===== config.mk =====
export PLATFORM = sky130hd
export DESIGN_NAME = fm_param_ctrl_flat
export DESIGN_NICKNAME = d
export VERILOG_FILES = /design/src/rtl/fm_pkg.sv /design/src/rtl/Axis_If.sv /design/src/rtl/glide_step.sv /design/src/rtl/fm_param_ctrl.sv /design/src/flat_wrapper.sv
export SDC_FILE = /design/constraint.sdc
export NUM_CORES = 1
export LEC_CHECK = 0
export CAP_MARGIN = 20
export CORE_MARGIN = 8
export CORE_UTILIZATION = 30
export DETAILED_ROUTE_END_ITERATION = 8
export PLACE_DENSITY = 0.5
export SETUP_SLACK_MARGIN = 0.3
export SYNTH_ARGS = -nofsm -noshare
export SYNTH_HDL_FRONTEND = slang
export SYNTH_SLANG_ARGS = --single-unit

===== constraint.sdc =====
create_clock -name clk -period 5.6 [get_ports clk]
set_input_delay 1.68 -clock clk [delete_from_list [all_inputs] [get_ports clk]]
set_output_delay 1.68 -clock clk [all_outputs]
set_load 0.01 [all_outputs]

===== src/rtl/fm_pkg.sv =====
// Shared types and constants for the FM synth parameter controller.
package fm_pkg;

    localparam int unsigned FUND_W    = 24;
    localparam int unsigned HARM_W    = 16;
    localparam int unsigned MIDX_W    = 16;
    localparam int unsigned ADDR_W    = 4;
    localparam int unsigned ADDR_LSB  = 28;
    localparam int unsigned PAYLOAD_W = 24;
    localparam int unsigned TICK_W    = 8;

    localparam logic [FUND_W-1:0] FUND_RST = 24'd450560;  // 440.0 Hz in 14.10
    localparam logic [HARM_W-1:0] HARM_RST = 16'h2000;    // 1.0 in 3.13

    typedef enum logic [ADDR_W-1:0] {
        ADDR_FUND   = 4'd0,
        ADDR_HARM   = 4'd1,
        ADDR_MIDX   = 4'd2,
        ADDR_RATE   = 4'd3,
        ADDR_COMMIT = 4'd4
    } addr_e;

    typedef enum logic [1:0] {
        IDLE,
        APPLY,
        GLIDE
    } state_e;

endpackage


===== src/rtl/Axis_If.sv =====
// Minimal AXI-Stream style command channel: data, valid, ready.
interface Axis_If #(
    parameter int unsigned DWIDTH = 32
);
    logic [DWIDTH-1:0] data;
    logic              valid;
    logic              ready;

    modport Master (output data, output valid, input ready);
    modport Slave  (input data, input valid, output ready);
endinterface


===== src/rtl/glide_step.sv =====
// One saturating step of cur toward tgt by rate; done when the target is reached.
module glide_step
    import fm_pkg::*;
(
    input  logic [MIDX_W-1:0] cur,
    input  logic [MIDX_W-1:0] tgt,
    input  logic [MIDX_W-1:0] rate,
    output logic [MIDX_W-1:0] next,
    output logic              done
);

    logic            up;
    logic [MIDX_W:0] diff;

    always_comb begin
        up   = (tgt >= cur);
        diff = up ? ({1'b0, tgt} - {1'b0, cur}) : ({1'b0, cur} - {1'b0, tgt});
        // Within one step of the target: land exactly on it, never overshoot.
        done = (diff <= {1'b0, rate});
        if (done) begin
            next = tgt;
        end else if (up) begin
            next = cur + rate;
        end else begin
            next = cur - rate;
        end
    end

endmodule


===== src/rtl/fm_param_ctrl.sv =====
// FM synth parameter controller: shadowed register writes, atomic commit and
// tick-paced mod_index glide.
module fm_param_ctrl
    import fm_pkg::*;
#(
    parameter int unsigned CMD_DWIDTH = 32,
    parameter int unsigned TICK_DIV   = 1
) (
    input  logic              clk,
    input  logic              reset,
    Axis_If.Slave             cmd,
    input  logic              sample_tick,
    output logic [FUND_W-1:0] fundamental,
    output logic [HARM_W-1:0] harmonicity,
    output logic [MIDX_W-1:0] mod_index,
    output logic              busy
);

    localparam logic [TICK_W-1:0] TICK_LAST = TICK_W'(TICK_DIV - 1);

    state_e              state_q, state_d;
    logic [FUND_W-1:0]   fund_q, fund_d, fund_sh_q, fund_sh_d;
    logic [HARM_W-1:0]   harm_q, harm_d, harm_sh_q, harm_sh_d;
    logic [MIDX_W-1:0]   midx_q, midx_d, tgt_sh_q, tgt_sh_d, tgt_q, tgt_d;
    logic [MIDX_W-1:0]   rate_sh_q, rate_sh_d, rate_q, rate_d;
    logic [TICK_W-1:0]   tick_cnt_q, tick_cnt_d;
    logic                busy_q, busy_d, ready_q, ready_d;

    addr_e                addr;
    logic [PAYLOAD_W-1:0] payload;
    logic                 accept, commit, glide_tick, step_en;
    logic [MIDX_W-1:0]    step_next;
    logic                 step_done;
    logic                 unused_data;

    assign addr        = addr_e'(cmd.data[ADDR_LSB +: ADDR_W]);
    assign payload     = cmd.data[PAYLOAD_W-1:0];
    assign unused_data = ^cmd.data[ADDR_LSB-1:PAYLOAD_W];
    assign accept      = cmd.valid && ready_q;
    assign commit      = accept && (addr == ADDR_COMMIT);
    // Ticks racing a commit are dropped; APPLY never counts ticks.
    assign glide_tick  = (state_q == GLIDE) && sample_tick && !commit;
    assign step_en     = glide_tick && (tick_cnt_q == TICK_LAST);

    glide_step u_glide_step (
        .cur  (midx_q),
        .tgt  (tgt_q),
        .rate (rate_q),
        .next (step_next),
        .done (step_done)
    );

    always_ff @(posedge clk) begin
        if (reset) begin
            state_q <= IDLE;
        end else begin
            state_q <= state_d;
        end
    end

    always_comb begin
        state_d = state_q;
        unique case (state_q)
            IDLE: begin
                if (commit) state_d = APPLY;
            end
            APPLY: begin
                if (rate_sh_q == '0 || midx_q == tgt_sh_q) state_d = IDLE;
                else                                        state_d = GLIDE;
            end
            GLIDE: begin
                if (commit)                      state_d = APPLY;
                else if (step_en && step_done)   state_d = IDLE;
            end
            default: state_d = IDLE;
        endcase
    end

    always_comb begin
        fund_sh_d  = fund_sh_q;
        harm_sh_d  = harm_sh_q;
        tgt_sh_d   = tgt_sh_q;
        rate_sh_d  = rate_sh_q;
        fund_d     = fund_q;
        harm_d     = harm_q;
        midx_d     = midx_q;
        tgt_d      = tgt_q;
        rate_d     = rate_q;
        tick_cnt_d = tick_cnt_q;

        if (accept) begin
            case (addr)
                ADDR_FUND: fund_sh_d = payload;
                ADDR_HARM: harm_sh_d = payload[HARM_W-1:0];
                ADDR_MIDX: tgt_sh_d  = payload[MIDX_W-1:0];
                ADDR_RATE: rate_sh_d = payload[MIDX_W-1:0];
                default:   ;
            endcase
        end

        if (state_q == APPLY) begin
            fund_d     = fund_sh_q;
            harm_d     = harm_sh_q;
            tgt_d      = tgt_sh_q;
            rate_d     = rate_sh_q;
            tick_cnt_d = '0;
            if (rate_sh_q == '0) midx_d = tgt_sh_q;
        end else if (glide_tick) begin
            if (step_en) begin
                tick_cnt_d = '0;
                midx_d     = step_next;
            end else begin
                tick_cnt_d = tick_cnt_q + 1'b1;
            end
        end

        busy_d  = (state_d == GLIDE);
        ready_d = (state_d != APPLY);
    end

    always_ff @(posedge clk) begin
        if (reset) begin
            fund_q     <= FUND_RST;
            fund_sh_q  <= FUND_RST;
            harm_q     <= HARM_RST;
            harm_sh_q  <= HARM_RST;
            midx_q     <= '0;
            tgt_sh_q   <= '0;
            tgt_q      <= '0;
            rate_sh_q  <= '0;
            rate_q     <= '0;
            tick_cnt_q <= '0;
            busy_q     <= 1'b0;
            ready_q    <= 1'b0;
        end else begin
            fund_q     <= fund_d;
            fund_sh_q  <= fund_sh_d;
            harm_q     <= harm_d;
            harm_sh_q  <= harm_sh_d;
            midx_q     <= midx_d;
            tgt_sh_q   <= tgt_sh_d;
            tgt_q      <= tgt_d;
            rate_sh_q  <= rate_sh_d;
            rate_q     <= rate_d;
            tick_cnt_q <= tick_cnt_d;
            busy_q     <= busy_d;
            ready_q    <= ready_d;
        end
    end

    assign cmd.ready   = ready_q;
    assign fundamental = fund_q;
    assign harmonicity = harm_q;
    assign mod_index   = midx_q;
    assign busy        = busy_q;

endmodule


===== src/flat_wrapper.sv =====
// flat-port wrapper written by rule: the top's interface ports become plain ports
module fm_param_ctrl_flat import fm_pkg::*;
#(
    parameter int unsigned CMD_DWIDTH = 32,
    parameter int unsigned TICK_DIV   = 1
)
  (clk, reset, sample_tick, fundamental, harmonicity, mod_index, busy, cmd_data, cmd_valid, cmd_ready);
  Axis_If #(.DWIDTH(32)) cmd_i ();
  input  logic clk;
  input  logic reset;
  input  logic sample_tick;
  output logic [FUND_W-1:0] fundamental;
  output logic [HARM_W-1:0] harmonicity;
  output logic [MIDX_W-1:0] mod_index;
  output logic busy;
  input wire logic [$bits(cmd_i.data)-1:0] cmd_data;
  input wire logic [$bits(cmd_i.valid)-1:0] cmd_valid;
  output wire logic [$bits(cmd_i.ready)-1:0] cmd_ready;
  assign cmd_i.data = cmd_data;
  assign cmd_i.valid = cmd_valid;
  assign cmd_ready = cmd_i.ready;
  fm_param_ctrl #(.CMD_DWIDTH(CMD_DWIDTH), .TICK_DIV(TICK_DIV)) u_core (.clk(clk), .reset(reset), .cmd(cmd_i), .sample_tick(sample_tick), .fundamental(fundamental), .harmonicity(harmonicity), .mod_index(mod_index), .busy(busy));
endmodule

==> metrics.csv <==
metric;value;unit
outcome;finished clean;
drc_errors;0;
synth-seq-cells;172;
p_per_area;244;nW/um2
synth.top_cell.area_share;36.1;%
cp_data_arrival_time;5340;ps
clk_latency;440;ps
synth_nets;1344;
post-cts-setup-buffer-count;0;
ys.flop_type;dfxtp_1;
wirelength;29700;um
antenna_found_initial;0;
synth_warnings;0;
fmax;0.201;GHz
regArea;3440;um2
antenna_cells;0;
worst_pin_slew;972;ps
drv_cap;0;
core-area;31500;um2
multiInputGateArea;5610;um2
hold_viol;0;
yosysMostFrequentCell;nand2_1;
grt_pass1_vias;8517;
vias;8550;
synth_top_area_cell;dfxtp_1;
n_fill_cell;3327;
place.gp.congestion;0.898;
clock_path_buffers;2;
async_flop_share;0;%
ys_types;70;
first_pass_iters;7;
cpPeakStageDelay;490;ps
setup_viol;0;
hpwlAfterDp;22000;um
critPathKind;flop to flop;
cts_sinks;172;
fin_crit_sh;89.0;%
grt_usage;15.6;%
p_leak;4.38;nW
grt_setup_unrepaired;false;
end_kind;flop;
nets;1404;
cts_buffers;17;
fp.dieH;194;um
rows;65;
netlist_instances;1239;
pre_cts_ws;676;ps
syn_avg_cell_area;7.70;um2
fin_crit;4980;ps
drt-initial-drc-count;424;
drt-wirelength-per-cell;17.3;um
setup_tns;0;ps
hold_path_class;flop to flop;
slowest_stage;dfxtp_1;
whs;455;ps
netlist_area;9540;um2
vdd_ir_drop_max;0.191;mV
synth_edf_count;0;
ant_nets;0;
htree_num_levels;4;
drive_gt1_share;6.33;%
cts.reportedPaths.clkPinSlew;80;ps
synth_area_leaders;dfxtp_1, nand2_1, a21oi_1;
cts_tree;done;
die_w;194;um
grt_overflow;0;
ys_seq_area_share;36.1;%
io_pins;94;
initial_core_util;30.3;%
critical_path.max_fanout;16;
routed_via_density;4.99;
setup_slack;616;ps
slew-limit-headroom;35.2;%
synth_common_cells;nand2_1, a21oi_1, dfxtp_1;
root_buffer;clkbuf_16;
worstPathCellList;inv_1 -> ha_1 -> a21o_1 -> a21oi_1 -> a21oi_2 -> o21a_1 -> nor2_2 -> buf_4 -> or2_2 -> o221ai_1 -> xor2_1 -> ha_1 -> a21oi_1 -> nor2b_1 -> o21ai_0 -> nand2_1 -> o31ai_1 -> buf_4 -> o31ai_4 -> and3_1 -> o31ai_2;
grt_start_max_net_pins;70;
dieArea;37800;um2
io_buffers;89;
fin_skew;11.6;ps
slew_violations;0;
grt_pass1_wl;47500;um
area_growth;20.2;%
worstPathRequired;5950;ps
worstSetupStartpointType;flop;
==> where the power goes <==
| part | leakage [nW] | switching (mW) | internal, mW |
|---|---|---|---|
| clock network | 0.300 | 0.603 | 0.613 |
| logic | 2.69 | 0.209 | 0.136 |
| registers | 1.39 | 0.00546 | 1.23 |
==> state kept, by name, indices dropped and copies added (netlist names) <==
register	flops
u_core.rate_q	16
u_core.tick_cnt_q	8
u_core.tgt_q	16
u_core.fundamental	24
u_core.state_q	2
u_core.tgt_sh_q	16
u_core.harmonicity	16
u_core.mod_index	16
u_core.rate_sh_q	16
u_core.cmd.ready	1
u_core.harm_sh_q	16
u_core.busy	1
u_core.fund_sh_q	24
==> logic make-up (layout without fill, tap and decap cells) <==
family	Yosys count	count (layout)	synth area share, %
flops	172	172	36.1
simple gates	484	484	22.3
mux	12	12	1.26
compound gates	309	309	19.7
fa+ha+maj	69	69	9.29
buf+inv	128	201	5.34
xor+xnor	65	65	5.97
==> final timing paths <==
check                       from                    end  slack (ps)  cells after the start
min reg2reg  u_core.harm_sh_q[4]  u_core.harmonicity[4]         450                      2
min          u_core.harm_sh_q[4]  u_core.harmonicity[4]         450                      2
max reg2reg  u_core.mod_index[3]    u_core.mod_index[3]         620                     21
max          u_core.mod_index[3]    u_core.mod_index[3]         620                     21
==> what timing repair did <==
item | 4_1_cts | 5_1_grt
setup endpoints to repair | 0 | 14
hold buffers | 0 | 0
gates resized for setup | 0 | 1
==> worst max-delay path: cells and delay by family (launching register included) <==
family | cells | cell delay [ps]
AO/OA/AOI/OAI | 10 | 1850
AND/OR/NAND/NOR | 5 | 1010
adder cells (fa/ha/maj) | 2 | 690
buffers and inverters | 3 | 590
flip-flops | 1 | 490
XOR/XNOR | 1 | 260
==> cell type report <==
type,count,share of cell area [%]
inverter,59,1.93
multi-input combinational,939,49.0
clock inverter,15,1.67
timing repair buffer,110,9.30
tap,402,4.39
clock buffer,17,3.71
sequential,172,30.0
==> per-stage QoR <==
step / util, % / power (mW) / instances / cell area, um2
2_1_floorplan: - / 1.49 / 1239 / 9540
3_3_place_gp: 34.3 / 1.60 / 1680 / 10800
3_5_place_dp: 34.3 / 1.61 / 1680 / 10800
4_1_cts: 36.3 / 2.82 / 1712 / 11400
5_1_grt: 36.4 / 2.90 / 1714 / 11500
6_report: 36.4 / 2.79 / 1714 / 11500
==> placed cells by master, fill, tap and decap left out, drive strengths merged, types with 8 or more instances in the layout <==
| master | instances |
|---|---|
| mux2i | 12 |
| nor2 | 42 |
| buf | 22 |
| and3 | 9 |
| nor2b | 8 |
| o21ai | 36 |
| inv | 67 |
| nand3 | 20 |
| nand4 | 12 |
| nor4 | 10 |
| a21o | 23 |
| dfxtp | 172 |
| ha | 66 |
| clkbuf | 17 |
| o31ai | 16 |
| nand3b | 14 |
| xnor2 | 33 |
| nor3 | 20 |
| a21oi | 182 |
| xor2 | 32 |
| clkdlybuf4s50 | 88 |
| nand2 | 328 |
==> layer usage <==
layer	routed length, um	share of wire [%]	global-route usage (%)	vias up
met5	0	0	0	-
met4	291	0.98	3.59	0
met3	1700	5.7	3.63	20
met2	13300	45	25.3	190
met1	14500	49	20.7	4016
li1	-	-	-	4324
Note: power is estimated with default switching activity, not from simulation.
